===== config.mk =====
export PLATFORM = sky130hd
export DESIGN_NAME = barrier_sched
export DESIGN_NICKNAME = d
export VERILOG_FILES = /design/src/rtl/barrier_sched_pkg.sv /design/src/rtl/barrier_sched_prio_enc.sv /design/src/rtl/barrier_sched.sv
export SDC_FILE = /design/constraint.sdc
export NUM_CORES = 1
export LEC_CHECK = 0
export BUFFER_PORTS_ARGS = -buffer_cell sky130_fd_sc_hd__buf_2
export CAP_MARGIN = 15
export CORE_MARGIN = 8
export CORE_UTILIZATION = 45
export DETAILED_ROUTE_END_ITERATION = 7
export PLACE_DENSITY = 0.79
export SKIP_CTS_REPAIR_TIMING = 1
export SYNTH_ARGS = -nofsm -noshare
export SYNTH_HDL_FRONTEND = slang
export SYNTH_SLANG_ARGS = --single-unit

===== constraint.sdc =====
create_clock -name clk -period 7.2 [get_ports clk]
set_input_delay 0.72 -clock clk [delete_from_list [all_inputs] [get_ports clk]]
set_output_delay 0.72 -clock clk [all_outputs]
set_load 0.01 [all_outputs]

===== src/rtl/barrier_sched_pkg.sv =====
// Shared types for the per-core barrier scheduler: global-barrier FSM encoding and cluster request record.
package barrier_sched_pkg;

    typedef logic [1:0] gbar_state_t;
    localparam gbar_state_t GBAR_IDLE = 2'd0;
    localparam gbar_state_t GBAR_REQ  = 2'd1;
    localparam gbar_state_t GBAR_WAIT = 2'd2;

    localparam int GBAR_ID_W = 8;

    typedef struct packed {
        logic [GBAR_ID_W-1:0] id;
        logic [31:0]          core_id;
    } gbar_req_t;

endpackage


===== src/rtl/barrier_sched_prio_enc.sv =====
// Lowest-index-wins priority encoder used to pick the next pending global barrier.
module barrier_sched_prio_enc #(
    parameter  int N = 4,
    localparam int W = (N > 1) ? $clog2(N) : 1
) (
    input  logic [N-1:0] req,
    output logic [W-1:0] idx,
    output logic         valid
);

    always_comb begin
        idx   = '0;
        valid = |req;
        for (int i = N - 1; i >= 0; i--) begin
            if (req[i]) idx = W'(i);
        end
    end

endmodule


===== src/rtl/barrier_sched.sv =====
// Per-core warp barrier scheduler: tracks arrivals, stalls warps, releases on fill.
// Define GBAR_FWD_EN to forward global barriers to the cluster over the gbar_* handshake.
module barrier_sched
    import barrier_sched_pkg::*;
#(
    parameter  int NUM_WARPS    = 4,
    parameter  int NUM_BARRIERS = 4,
    parameter  int CORE_ID      = 0,
    localparam int NW_W         = (NUM_WARPS > 1) ? $clog2(NUM_WARPS) : 1,
    localparam int CNT_W        = NW_W + 1,
    localparam int NB_W         = (NUM_BARRIERS > 1) ? $clog2(NUM_BARRIERS) : 1
) (
    input  logic                 clk,
    input  logic                 reset,
    input  logic                 bar_valid,
    input  logic [NW_W-1:0]      bar_wid,
    input  logic [NB_W-1:0]      bar_id,
    input  logic [NW_W-1:0]      bar_size_m1,
    input  logic                 bar_is_noop,
    input  logic                 bar_is_global,
    output logic [NUM_WARPS-1:0] stall_mask,
    output logic                 release_valid,
    output logic [NUM_WARPS-1:0] release_wmask,
    output logic                 gbar_req_valid,
    output logic [NB_W-1:0]      gbar_req_id,
    output logic [31:0]          gbar_req_core_id,
    input  logic                 gbar_req_ready,
    input  logic                 gbar_rsp_valid,
    input  logic [NB_W-1:0]      gbar_rsp_id
);

    logic [CNT_W-1:0]     cnt_q   [NUM_BARRIERS];
    logic [NUM_WARPS-1:0] wmask_q [NUM_BARRIERS];

    logic [NUM_WARPS-1:0] wid_onehot;
    logic [NUM_WARPS-1:0] loc_rel_mask;
    logic                 dup, arrive, is_final, loc_final;

    assign wid_onehot   = NUM_WARPS'(1) << bar_wid;
    assign dup          = |(wmask_q[bar_id] & wid_onehot);
    assign arrive       = bar_valid && !bar_is_noop && !dup;
    assign is_final     = (cnt_q[bar_id] == CNT_W'(bar_size_m1));
    assign loc_rel_mask = wmask_q[bar_id] | wid_onehot;

    always_comb begin
        stall_mask = '0;
        for (int b = 0; b < NUM_BARRIERS; b++) stall_mask |= wmask_q[b];
    end

`ifdef GBAR_FWD_EN
    gbar_state_t          state_q;
    gbar_req_t            req_q;
    logic [NB_W-1:0]      cur_id;
    logic [NUM_BARRIERS-1:0] pend_q, enc_req;
    logic [NB_W-1:0]      enc_idx;
    logic                 enc_valid, glb_final, glb_rel;
    logic                 hold_valid_q;
    logic [NUM_WARPS-1:0] hold_wmask_q;

    assign cur_id    = req_q.id[NB_W-1:0];
    assign glb_final = arrive && is_final && bar_is_global;
    assign loc_final = arrive && is_final && !bar_is_global;
    assign glb_rel   = (state_q == GBAR_WAIT) && gbar_rsp_valid
                       && (req_q.id == GBAR_ID_W'(gbar_rsp_id));
    // A barrier filling this cycle is eligible immediately, saving a cycle of request latency.
    assign enc_req   = pend_q | (glb_final ? (NUM_BARRIERS'(1) << bar_id) : '0);

    barrier_sched_prio_enc #(.N(NUM_BARRIERS)) u_prio_enc (
        .req   (enc_req),
        .idx   (enc_idx),
        .valid (enc_valid)
    );

    assign gbar_req_valid   = (state_q == GBAR_REQ);
    assign gbar_req_id      = cur_id;
    assign gbar_req_core_id = req_q.core_id;

    always_ff @(posedge clk) begin
        if (!reset) begin
            state_q      <= GBAR_IDLE;
            req_q        <= '{id: '0, core_id: 32'(CORE_ID)};
            pend_q       <= '0;
            hold_valid_q <= 1'b0;
            hold_wmask_q <= '0;
        end else begin
            case (state_q)
                GBAR_IDLE: if (enc_valid) begin
                    state_q  <= GBAR_REQ;
                    req_q.id <= GBAR_ID_W'(enc_idx);
                end
                GBAR_REQ:  if (gbar_req_ready) state_q <= GBAR_WAIT;
                GBAR_WAIT: if (glb_rel) state_q <= GBAR_IDLE;
                default:   state_q <= GBAR_IDLE;
            endcase
            if (glb_rel)   pend_q[cur_id] <= 1'b0;
            if (glb_final) pend_q[bar_id] <= 1'b1;
            // Only one global release can collide per FSM round, so one entry always drains in time.
            hold_valid_q <= loc_final && (glb_rel || hold_valid_q);
            hold_wmask_q <= loc_rel_mask;
        end
    end

    a_rsp_match: assert property (@(posedge clk) disable iff (!reset)
        (state_q == GBAR_WAIT && gbar_rsp_valid) |-> (req_q.id == GBAR_ID_W'(gbar_rsp_id)));
`else
    logic unused_gbar;

    assign unused_gbar      = &{1'b0, bar_is_global, gbar_req_ready, gbar_rsp_valid, gbar_rsp_id};
    assign loc_final        = arrive && is_final;
    assign gbar_req_valid   = 1'b0;
    assign gbar_req_id      = '0;
    assign gbar_req_core_id = 32'(CORE_ID);
`endif

    always_ff @(posedge clk) begin
        if (!reset) begin
            // NOTE: the per-barrier arrays must be reset; a stale count or mask would corrupt the next barrier.
            for (int b = 0; b < NUM_BARRIERS; b++) begin
                cnt_q[b]   <= '0;
                wmask_q[b] <= '0;
            end
            release_valid <= 1'b0;
            release_wmask <= '0;
        end else begin
`ifdef GBAR_FWD_EN
            if (glb_rel) begin
                cnt_q[cur_id]   <= '0;
                wmask_q[cur_id] <= '0;
            end
`endif
            if (loc_final) begin
                cnt_q[bar_id]   <= '0;
                wmask_q[bar_id] <= '0;
            end else if (arrive) begin
                wmask_q[bar_id] <= loc_rel_mask;
                if (!is_final) cnt_q[bar_id] <= cnt_q[bar_id] + CNT_W'(1);
            end
`ifdef GBAR_FWD_EN
            if (glb_rel) begin
                release_valid <= 1'b1;
                release_wmask <= wmask_q[cur_id];
            end else if (hold_valid_q) begin
                release_valid <= 1'b1;
                release_wmask <= hold_wmask_q;
            end else begin
                release_valid <= loc_final;
                release_wmask <= loc_final ? loc_rel_mask : '0;
            end
`else
            release_valid <= loc_final;
            release_wmask <= loc_final ? loc_rel_mask : '0;
`endif
        end
    end

    a_no_dup: assert property (@(posedge clk) disable iff (!reset)
        !(bar_valid && !bar_is_noop && dup));

endmodule


==> impl_results.md <==
- WL per Instance: roughly 17 um
- Total die area: about 7400 um^2
- Worst Hold Class: flop to flop
- Post-synth top cells: 37 x buf_4, 30 x nor4_1, 28 x edfxtp_1
- Max cap viols: 0
- Crit-path slowest cell: o41ai_1
- Synth warn: 0
- Critical Path Start Type: input pin
- Reg power frac: between 50% and 60%
- Worst path required time: approximately 7 ns
- Worst slew pin tran: approximately 1.1 ns
- Cell taking the most area after synthesis: edfxtp_1
- IO Port Bufs: 18
- Crit end category: flop
- Final setup fails: 0
- Sequential element share of the synthesized area: a little over two fifths
- Comb pwr share: 18.0%
- Top-count cell post-synth: buf_4
- Cell Int Power: roughly 0.32 mW
- Worst setup slack after layout: 3.56 ns
- Post-layout util: between 40 and 50%
- Root buffer cell: clkbuf_8
- Share of layout cells above drive strength 1: 21.5%
- Post-DP HPWL: around 3300 um
- Core Area: 4720 um^2
- Total wire length: 4610 um
- Skew-Pair Late Insertion Delay: 0.29 ns
- DRC: 0
- Via density: ~5.5
- Crit share post-route: 50.6%
- Top cells by area, synth: edfxtp_1 38%, buf_4 13%, nor4_1 8.5%
- Slew headroom: around 28%
- Max Clk Rate: approximately 270 MHz
- WHS Path Cells: 4
- Worst Reg-to-Reg Cells: 5
- Vert. Die Dim: about 86 um
- Leak pwr: around 0.84 nW
- Switching share of power: a little over a quarter
- Row Count: 25
- Fin Setup TNS: 0 ns
- Synth async-reset ratio: 0%
- Clock Skews: around 0.0057 ns
- Number of inserted diodes: 0
- Clk pin slew, worst setup/hold paths: approximately 0.06 ns
- Num CTS Buffers: 5
- Area share of the largest cell type after synthesis: 38.2%
- Top_reg_cell synth: edfxtp_1
- CTS sink count: 33
- Initial antenna violation count: 0
- Psw: 0.121 mW
- RePlAce Congestion: about 0.80
- Flops & latches, synth: 33
- Cell Pwr Density: about 200 nW/um^2
- Largest net degree at the start of global routing: 34
- I/O pin cnt: between 50 and 60
- Clock network fraction of total power: approximately a third
- GRT overflow: 0
- Crit path largest cell delay: 0.94 ns
- Nets: roughly 220
- Clk buf depth: 2
- Post-Synthesis Cells: a little under 200
- Via Count: 1519
- Synth cell types: 40
- Status: finished, final reports clean
- CTS tree: done
- Filler cells: 461
- Non-filler cells, final: approximately 280
- Max-slew violations: 0
- Critical path arrival: approximately 3.6 ns
- Placed cells: roughly 270
- Worst VDD drop: around 0.064 mV
- Syn avg cell area: 11.3 um^2
- Area delta synth->final: 2.22%
- EDFF count, synth: 28
- Critical path class: input pin to flop
- Final Critical Period: ~3.6 ns
- Synth Cell Area: around 2200 um^2
- RSZ-0062 raised after global routing: no
- Iter 0 DRT Violations: 200
- Vias in the first global route: around 1.6k
- Global Route Usage Sum: a little over an eighth
- Final Hold Viols: 0
- First-pass GRT wire length: between 7000 and 8000 um
- Crit Path Max Fanout: 33
- Crit path cell chain: buf_2 > mux2_2 > a32oi_1 > nand2_1 > o41ai_1 > buf_4
- Dpl ws: 3.31 ns
- H-tree depth: 2
- Final ANT Viol Nets: 0
- Chip Width: between 80 and 90 um
- DR pass1 iterations: 4
- Initial Util: between 40% and 50%
- Hold slack: roughly 0.79 ns
-- layout make-up --
cell class | instances | area (um^2) | share of cell area, %
Clock buffer | 8 | 90.1 | 4.01
Inverter | 1 | 3.75 | 0.167
Multi-Input combinational cell | 145 | 1010 | 45.0
Sequential cell | 33 | 941 | 41.9
Tap cell | 67 | 83.8 | 3.73
Timing Repair Buffer | 22 | 118 | 5.23
-- state kept, by name, summed over array words and instances (netlist names) --
register / count
release_wmask: 4
cnt_q: 12
wmask_q: 16
release_valid: 1
-- path summary, 6_finish.rpt --
| path | start | endpoint | slack (ns) |
|---|---|---|---|
| max | bar_wid[1] | wmask_q[0][0] | 3.56 |
| max reg2reg | wmask_q[2][3] | wmask_q[0][0] | 3.91 |
| min reg2reg | wmask_q[3][1] | release_valid | 0.79 |
| min | wmask_q[3][1] | release_valid | 0.79 |
-- stage by stage --
stage               total power [mW]  cell area, um^2
CTS                            0.440             2240
global route                   0.459             2250
finish                         0.439             2250
global placement               0.300             2150
floorplan                      0.303             2330
detailed placement             0.302             2150
-- kinds of logic after synthesis --
logic type / share of synthesized area (%)
compound gates: 5.24
xor+xnor: 1.20
fa+ha+maj: 0.569
buf+inv: 17.0
flops: 42.8
mux: 12.0
other cells: 0.171
simple gates: 21.0
-- cell usage in the layout, fill, tap and decap left out, drive strengths merged --
| cell | synthesis | layout |
|---|---|---|
| or3 | 1 | 1 |
| a221oi | 1 | 1 |
| or4 | 4 | 4 |
| nand4 | 1 | 1 |
| nand3 | 13 | 13 |
| nand2 | 7 | 7 |
| dfxtp | 5 | 5 |
| ha | 1 | 1 |
| a21o | 2 | 2 |
| edfxtp | 28 | 28 |
| conb | 1 | 35 |
| nor3 | 2 | 2 |
| a22oi | 1 | 1 |
| nand2b | 2 | 2 |
| o41ai | 1 | 1 |
| and3b | 1 | 1 |
| mux4 | 6 | 6 |
| a32oi | 2 | 2 |
| inv | 1 | 1 |
| nor2 | 3 | 3 |
| and3 | 2 | 2 |
| buf | 47 | 21 |
| mux2i | 2 | 2 |
| nor3b | 3 | 3 |
| nor2b | 2 | 2 |
| o211ai | 1 | 1 |
| nand3b | 3 | 3 |
| clkbuf | 3 | 9 |
| mux2 | 9 | 9 |
| nor4 | 32 | 32 |
| xnor2 | 2 | 2 |
| o21ai | 5 | 5 |
| xor2 | 1 | 1 |
-- power groups by stage --
stage	Sequential, mW	Combinational [mW]	Clock [mW]
2_1_floorplan	0.223	0.0800	0
3_3_place_gp	0.224	0.0758	0
3_5_place_dp	0.224	0.0772	0
4_1_cts	0.220	0.0775	0.143
5_1_grt	0.221	0.0870	0.151
6_report	0.220	0.0789	0.140
-- critical path, delay by kind of cell --
kind,cells,cell delay [ns]
AOI/OAI and AO/OA,2,1.33
and+or+nand+nor,1,0.71
buffers and inverters,2,0.51
muxes,1,0.37
-- metal layers --
metal | vias up | share of wire (%) | GRT usage (%)
met2 | 68 | 50 | 21.8
met4 | 0 | 2.2 | 6.69
met1 | 726 | 40 | 15.4
li1 | 716 | - | -
met3 | 9 | 8.1 | 4.20
met5 | - | 0 | 0
Power figures use the tool's default switching activity.
